`src/rtl/tdc_pkg.sv`:
```
// Shared definitions for the tapped-delay-line capture block:
// controller state encoding, flush length and count-width helper.
package tdc_pkg;

  typedef enum logic [1:0] {
    IDLE   = 2'd0,
    FLUSH  = 2'd1,
    ACCUM  = 2'd2,
    REPORT = 2'd3
  } state_t;

  // Two synchroniser flops plus the registered popcount stage.
  localparam int FLUSH_CYCLES = 3;

  // Bits needed to hold a ones-count of 0..n_taps inclusive.
  function automatic int count_w(input int n_taps);
    return $clog2(n_taps + 1);
  endfunction

endpackage

```
`src/rtl/tdc_popcount.sv`:
```
// One delay-line channel: counts set taps (order-independent, so bubbles
// in the thermometer code do not matter) and registers the result.
module tdc_popcount
  import tdc_pkg::*;
#(
  parameter int N_TAPS = 16,
  parameter int CW     = count_w(N_TAPS)
) (
  input  logic              clk,
  input  logic              rst,
  input  logic [N_TAPS-1:0] i_word,
  output logic [CW-1:0]     o_count
);

  logic [CW-1:0] w_ones;
  logic [CW-1:0] r_count;

  // Sum the individual tap bits.
  always_comb begin
    w_ones = '0;
    for (int i = 0; i < N_TAPS; i++) begin
      w_ones = w_ones + CW'(i_word[i]);
    end
  end

  // Register the count so the adder tree is isolated from the accumulators.
  always_ff @(posedge clk or posedge rst) begin
    if (rst) r_count <= '0;
    else     r_count <= w_ones;
  end

  assign o_count = r_count;

endmodule

```
`src/rtl/tdc_capture.sv`:
```
// Multi-channel TDC capture: synchronises raw tap levels, converts them to
// counts, accumulates 2^ACC_LOG2 samples per channel (sum/min/max) and then
// reports one result word per channel over a valid/ready handshake.
module tdc_capture
  import tdc_pkg::*;
#(
  parameter  int N_TAPS   = 16,
  parameter  int N_CH     = 2,
  parameter  int ACC_LOG2 = 3,
  localparam int CW       = count_w(N_TAPS),
  localparam int CHW      = (N_CH > 1) ? $clog2(N_CH) : 1
) (
  input  logic                   clk,
  input  logic                   rst,
  input  logic [N_CH*N_TAPS-1:0] taps,
  input  logic                   start,
  output logic                   busy,
  output logic                   res_valid,
  input  logic                   res_ready,
  output logic [CHW-1:0]         res_ch,
  output logic [CW-1:0]          res_avg,
  output logic [CW-1:0]          res_min,
  output logic [CW-1:0]          res_max
);

  localparam int             SW         = CW + ACC_LOG2;
  localparam logic [7:0]     FLUSH_LAST = 8'(FLUSH_CYCLES - 1);
  localparam logic [7:0]     ACC_LAST   = 8'((1 << ACC_LOG2) - 1);
  localparam logic [CHW-1:0] CH_LAST    = CHW'(N_CH - 1);

  logic [N_CH*N_TAPS-1:0] r_sync_p0;
  logic [N_CH*N_TAPS-1:0] r_sync_p1;
  logic [CW-1:0]          w_cnt [N_CH];

  state_t         r_state;
  state_t         w_next;
  logic [7:0]     r_cnt;
  logic [CHW-1:0] r_ch;
  logic           w_xfer;

  logic [SW-1:0] r_sum [N_CH];
  logic [CW-1:0] r_min [N_CH];
  logic [CW-1:0] r_max [N_CH];
  logic [SW-1:0] w_shift;

  // Two-flop synchroniser on every tap bit; taps are asynchronous to clk.
  always_ff @(posedge clk or posedge rst) begin
    if (rst) begin
      r_sync_p0 <= '0;
      r_sync_p1 <= '0;
    end else begin
      r_sync_p0 <= taps;
      r_sync_p1 <= r_sync_p0;
    end
  end

  for (genvar c = 0; c < N_CH; c++) begin : g_ch
    tdc_popcount #(
      .N_TAPS (N_TAPS),
      .CW     (CW)
    ) u_popcount (
      .clk     (clk),
      .rst     (rst),
      .i_word  (r_sync_p1[c*N_TAPS +: N_TAPS]),
      .o_count (w_cnt[c])
    );
  end

  assign w_xfer = (r_state == REPORT) && res_ready;

  // Controller state register.
  always_ff @(posedge clk or posedge rst) begin
    if (rst) r_state <= IDLE;
    else     r_state <= w_next;
  end

  // Next-state decode: start only counts in IDLE; phases end on cycle counts.
  always_comb begin
    w_next = r_state;
    unique case (r_state)
      IDLE:    if (start) w_next = FLUSH;
      FLUSH:   if (r_cnt == FLUSH_LAST) w_next = ACCUM;
      ACCUM:   if (r_cnt == ACC_LAST) w_next = REPORT;
      REPORT:  if (w_xfer && (r_ch == CH_LAST)) w_next = IDLE;
      default: w_next = IDLE;
    endcase
  end

  // Phase cycle counter restarts at every state change.
  always_ff @(posedge clk or posedge rst) begin
    if (rst)                                       r_cnt <= '0;
    else if ((w_next != r_state) || (r_state == IDLE)) r_cnt <= '0;
    else                                           r_cnt <= r_cnt + 8'd1;
  end

  // Report channel pointer advances on each accepted result word.
  always_ff @(posedge clk or posedge rst) begin
    if (rst)                                 r_ch <= '0;
    else if (r_state != REPORT)              r_ch <= '0;
    else if (w_xfer && (r_ch == CH_LAST))    r_ch <= '0;
    else if (w_xfer)                         r_ch <= r_ch + CHW'(1);
  end

  // Per-channel statistics: cleared while flushing, updated once per ACCUM cycle.
  always_ff @(posedge clk or posedge rst) begin
    if (rst) begin
      for (int c = 0; c < N_CH; c++) begin
        r_sum[c] <= '0;
        r_min[c] <= '0;
        r_max[c] <= '0;
      end
    end else if (r_state == FLUSH) begin
      for (int c = 0; c < N_CH; c++) begin
        r_sum[c] <= '0;
        r_min[c] <= '1;
        r_max[c] <= '0;
      end
    end else if (r_state == ACCUM) begin
      for (int c = 0; c < N_CH; c++) begin
        r_sum[c] <= r_sum[c] + SW'(w_cnt[c]);
        if (w_cnt[c] < r_min[c]) r_min[c] <= w_cnt[c];
        if (w_cnt[c] > r_max[c]) r_max[c] <= w_cnt[c];
      end
    end
  end

  // Result mux; everything reads zero outside REPORT.
  always_comb begin
    w_shift   = r_sum[r_ch] >> ACC_LOG2;
    res_valid = (r_state == REPORT);
    busy      = (r_state != IDLE);
    res_ch    = '0;
    res_avg   = '0;
    res_min   = '0;
    res_max   = '0;
    if (r_state == REPORT) begin
      res_ch  = r_ch;
      res_avg = w_shift[CW-1:0];
      res_min = r_min[r_ch];
      res_max = r_max[r_ch];
    end
  end

endmodule

```
`config.mk`:
```
export PLATFORM = sky130hd
export DESIGN_NAME = tdc_capture
export DESIGN_NICKNAME = d
export VERILOG_FILES = /design/src/rtl/tdc_pkg.sv /design/src/rtl/tdc_popcount.sv /design/src/rtl/tdc_capture.sv
export SDC_FILE = /design/constraint.sdc
export NUM_CORES = 1
export LEC_CHECK = 0
export CAP_MARGIN = 20
export CORE_MARGIN = 2
export CORE_UTILIZATION = 40
export CTS_CLUSTER_SIZE = 28
export DETAILED_ROUTE_END_ITERATION = 10
export GPL_TIMING_DRIVEN = 1
export PLACE_DENSITY = 0.66
export SETUP_SLACK_MARGIN = 0.4
export SYNTH_ARGS = -nofsm -noshare
export SYNTH_HDL_FRONTEND = slang
export SYNTH_SLANG_ARGS = --single-unit
```
`constraint.sdc`:
```
create_clock -name clk -period 5.6 [get_ports clk]
set_clock_uncertainty 0.1 [all_clocks]
set_input_delay 1.12 -clock clk [delete_from_list [all_inputs] [get_ports clk]]
set_output_delay 1.12 -clock clk [all_outputs]
set_load 0.005 [all_outputs]
```
After elaboration in Yosys (flattened, before gate mapping) --
Cells that the tools add are included.
Storage, ports and cells: register bits 121, input port bits 36
Operators by class: $add $sub $neg 34, order comparisons 5, equal/unequal tests 7, multiplexer cells 32, bitwise gates (word level) 1, reduce and logical (&&, ||, !) cells 15
Operators by type and width (number):
- 5-bit by 1-bit adder with 5-bit output | 28
- 5-bit two-way mux | 13
- 10-bit two-way mux | 4
- 16-bit two-way mux | 2
- 8-bit two-way mux | 4
- 8-bit by 5-bit adder with 8-bit output | 2
- 2-bit nonzero test | 6
- 5-bit > comparator | 2
- 5-bit less-than comparator | 2
- 8-bit by 1-bit adder with 8-bit output (second input constant) | 1
- 8-bit by 2-bit == test with 1-bit output (second input constant) | 1
- 8-bit by 3-bit == test with 1-bit output (second input constant) | 1
- 2-bit two-way mux | 4
- 2-bit one-hot mux with 4 select lines | 1
- 2-bit AND reduction | 4
- 1-bit by 1-bit adder with 2-bit output | 2
- 2-bit == test (second input constant) | 2
- 1-bit two-way mux | 4
- 3-bit nonzero test | 1
- 2-bit by 1-bit == test with 1-bit output (second input constant) | 1
- 2-bit greater-or-equal comparator (second input constant) | 1
- 1-bit logical AND | 2
- 2-bit logical NOT | 1
- 2-bit != test | 1
- 4 further kinds | 4

Logic depth before layout (Yosys ltp) --
depth in word-level cells 15, depth in mapped cells 13

Cells and area by module --
From an unflattened synthesis, not the netlist that was laid out.
Second synthesis, totals: cells, all modules 538, area, all modules 6109.6 sq um
By module, submodules not included:
- tdc_capture | instances 1, cells each 432, area each 5036.1 sq um, seq. area each 2777.7 sq um
- tdc_popcount | instances 2, cells each 53, area each 536.8 sq um, seq. area each 125.1 sq um

Worst setup path after synthesis --
Ideal clock, no wire load.
kind reg-to-reg, from register r_sync_p1[16], to register g_ch[1].u_popcount.r_count[4], arrival 3.634 ns, data required time 5.436 ns, setup slack 1.801 ns, cell stages (with the launch flop) 13, path buffers 0, period minus slack after synthesis 3.799 ns, path through dfrtp_1 -> ha_1 -> inv_1 -> fa_1 -> inv_1 -> fa_1 -> fa_1 -> inv_1 -> fa_1 -> fa_1 -> fa_1 -> nor2b_1 -> o21a_1
On the way: word-level cells in the longest chain between the ends 15
RTL lines:
- from (decl) | RTL line tdc_capture.sv:32 | logic [N_CH*N_TAPS-1:0] r_sync_p1;
- from (signal assigned) | RTL line tdc_capture.sv:53 | r_sync_p1 <= r_sync_p0;
- 1-bit by 1-bit adder with 2-bit output | RTL line tdc_popcount.sv:22 | w_ones = w_ones + CW'(i_word[i]);
- 5-bit by 1-bit adder with 5-bit output (14 in series) | RTL line tdc_popcount.sv:22
- named net g_ch[1].u_popcount.w_ones[4] | RTL line tdc_popcount.sv:15 | logic [CW-1:0] w_ones;
- to (signal assigned) | RTL line tdc_popcount.sv:29 | else r_count <= w_ones;
- to (decl) | RTL line tdc_popcount.sv:16 | logic [CW-1:0] r_count;
The timed path passes the listed nets, and every way through them passes these cells. A chain may end at the register's enable or synchronous reset.

Worst setup path after layout --
Ends and elaborated chain as after synthesis.

==> results.sh <==
export IMPL_postCtsSetupBuffers=0
export IMPL_slew_violations=0
export IMPL_min_path_type="reg2reg"
export IMPL_slew_headroom=0.399
export IMPL_wl_um=10500
export IMPL_place_ws_ns=1.68
export IMPL_drive_gt1_frac=0.0817
export IMPL_power_density_nw_per_um2=533
export IMPL_tritoncts="built"
export IMPL_tightest_slew_ns=0.901
export IMPL_min_period_ns=3.95
export IMPL_setup_tns_ns=0
export IMPL_clkTransAtPathRegs_ns=0.06
export IMPL_syn_inst=497
export IMPL_cp_max_fo=2
export IMPL_worstPathArrival_ns=4.19
export IMPL_start_util=0.408
export IMPL_synth_top_family_by_area="adder cells"
export IMPL_ys_warn_count=0
export IMPL_port_buffers=53
export IMPL_fmax_ghz=0.253
export IMPL_period_share=0.705
export IMPL_cts_sinks=121
export IMPL_grtUsageTotal=0.147
export IMPL_vias_per_cell=4.98
export IMPL_avgSynthCellArea_um2=11.9
export IMPL_std_cell_rows=44
export IMPL_gp_congestion=0.793
export IMPL_synthMuxAreaShare=0.0403
export IMPL_synth_seq_cells=121
export IMPL_synth_edff_count=0
export IMPL_setup_violations_final=0
export IMPL_synthXorXnorAreaFrac=0.0252
export IMPL_rsz0062_at_grt="no"
export IMPL_max_vdd_ir_drop_mv=0.251
export IMPL_firstDrtPassIters=4
export IMPL_drv_cap=0
export IMPL_p_leak_uw=0.00340
export IMPL_crit_required_ns=5.85
export IMPL_crit_path_start_kind="register"
export IMPL_clock_path_buffers=2
export IMPL_antenna_found_initial=0
export IMPL_synth_area_um2=5900
export IMPL_syn2layout_area_growth_pct=22.5
export IMPL_path_class="reg2reg"
export IMPL_hold_viol=0
export IMPL_die_h_um=125
export IMPL_h_tree_depth=4
export IMPL_n_antenna_cell=0
export IMPL_synth_simple_area_share=0.0854
export IMPL_status="finished, final reports clean"
export IMPL_clock_latency_ns=0.41
export IMPL_vias=3778
export IMPL_grt_max_degree=55
export IMPL_die_area_um2=15700
export IMPL_first_iter_violations=216
export IMPL_crit_path_end_kind="register"
export IMPL_synth_distinct_cells=47
export IMPL_post_dp_cell_area_um2=6660
export IMPL_ys_seq_area_frac=0.513
export IMPL_fp_coreArea_um2=14500
export IMPL_wl_per_cell_um=13.8
export IMPL_hpwl_um=7340
export IMPL_grt_overflow_total=0
export IMPL_ant_nets=0
export IMPL_synth_nets=600
export IMPL_synthArstFlopShare=1.00
export IMPL_finalInstanceArea_um2=7240
export IMPL_ys_flop_type="dfrtp_1"
export IMPL_die_w_um=125
export IMPL_io_pins=54
export IMPL_ctsResizeCount=0
export IMPL_grt_pass1_wl_um=18400
export IMPL_grt_pass1_vias=3931
export IMPL_synth_adder_area_share=0.170
export IMPL_final_nets=666
export IMPL_synth_compound_area_frac=0.110
export IMPL_cts_hold_buf=0
export IMPL_cts_buffers=17
export IMPL_cts_root_buf="clkbuf_16"
export IMPL_post_route_drc_count=0
export IMPL_fin_ws_ns=1.65
## kinds of logic (layout without fill, tap and decap cells)
group,count (synthesis),count (layout)
multiplexers,23,23
AO/OA/AOI/OAI,89,89
adder cells (fa/ha/maj),67,67
flip-flops,121,121
XOR/XNOR,17,17
buffers and inverters,89,167
AND/OR/NAND/NOR,91,91
## layout by cell type, fill, tap and decap left out, drive strengths merged, types with 9 or more instances in the layout
master	count
o21ai	13
nor2	21
mux2i	17
clkdlybuf4s50	53
fa	22
inv	81
a21oi	13
dfrtp	121
xor2	9
ha	45
clkbuf	18
nor2b	23
## per-stage QoR
step           instances  hold WS, ns  utilization  power [uW]
2_1_floorplan        497        0.231            -        2410
3_3_place_gp         728        0.233        0.460        2730
3_5_place_dp         728        0.235        0.460        2820
4_1_cts              759        0.243        0.500        3900
5_1_grt              759        0.249        0.500        4180
6_report             759        0.239        0.500        3860
## worst paths after layout
kind                                              start                                 endpoint  slack, ns  cells past startpoint
worst max-delay path            r_sync_p1[16]$_DFF_PP0_  g_ch[1].u_popcount.o_count[4]$_DFF_PP0_       1.65                     12
worst min-delay path             r_sync_p0[4]$_DFF_PP0_                   r_sync_p1[4]$_DFF_PP0_       0.24                      0
worst max register to register  r_sync_p1[16]$_DFF_PP0_  g_ch[1].u_popcount.o_count[4]$_DFF_PP0_       1.65                     12
worst min register to register   r_sync_p0[4]$_DFF_PP0_                   r_sync_p1[4]$_DFF_PP0_       0.24                      0
max in group asynchronous                           rst                     r_min[9]$_DFFE_PP0P_       3.47                      3
min in group asynchronous                           rst                  r_sync_p1[17]$_DFF_PP0_       1.05                      2
## critical path: stages, from the launching register on
cell     delay [ns]
dfrtp_1        0.36
ha_1           0.27
inv_1          0.04
fa_1           0.47
inv_1          0.06
fa_1           0.47
fa_1           0.51
inv_1          0.06
fa_1           0.45
fa_1           0.41
fa_1           0.43
nor2b_1        0.13
o21a_1         0.12
## cells in the mapped netlist (all sizes together) (5+ instances only)
cell type / n / area, um^2
mux2: 6 / 67.6
clkbuf: 7 / 26.3
nor2: 21 / 78.8
inv: 79 / 297
nand2b: 8 / 50.1
fa: 22 / 440
nor2b: 23 / 144
a211oi: 6 / 45.0
a22o: 5 / 43.8
mux2i: 17 / 170
o21a: 5 / 37.5
a21o: 8 / 60.1
nand3: 8 / 40.0
o21ai: 13 / 65.1
nand3b: 6 / 45.0
o22a: 8 / 70.1
o22ai: 6 / 37.5
dfrtp: 121 / 3030
xor2: 9 / 78.8
ha: 45 / 563
nand2: 8 / 30.0
a21oi: 13 / 65.1
xnor2: 8 / 70.1
## report_power, final
| part | switching (uW) | internal (uW) | total [uW] | leakage [uW] |
|---|---|---|---|---|
| logic | 849 | 738 | 1590 | 0.00165 |
| clock network | 392 | 656 | 1050 | 0.000281 |
| registers | 174 | 1050 | 1220 | 0.00147 |
## routing by layer
layer	global-route usage	wire, um	up-vias
li1	-	-	1812
met1	0.189	4810	1860
met2	0.230	4880	88
met3	0.0445	570	18
met4	0.0673	227	0
met5	0	0	-
## flip-flops by register name (all words and copies together) (netlist names)
signal                   count
r_ch                         1
r_state                      2
r_sum                       16
r_sync_p0                   32
r_sync_p1                   32
r_cnt                        8
r_max                       10
g_ch.u_popcount.o_count     10
r_min                       10
## final cells by class
type | count | area (um^2)
Clock buffer | 18 | 429
Clock inverter | 13 | 148
Fill cell | 1273 | 7240
Inverter | 79 | 299
Multi-Input combinational cell | 287 | 2540
Sequential cell | 121 | 3030
Tap cell | 184 | 230
Timing Repair Buffer | 57 | 561
(Power assumes the default switching activity.)
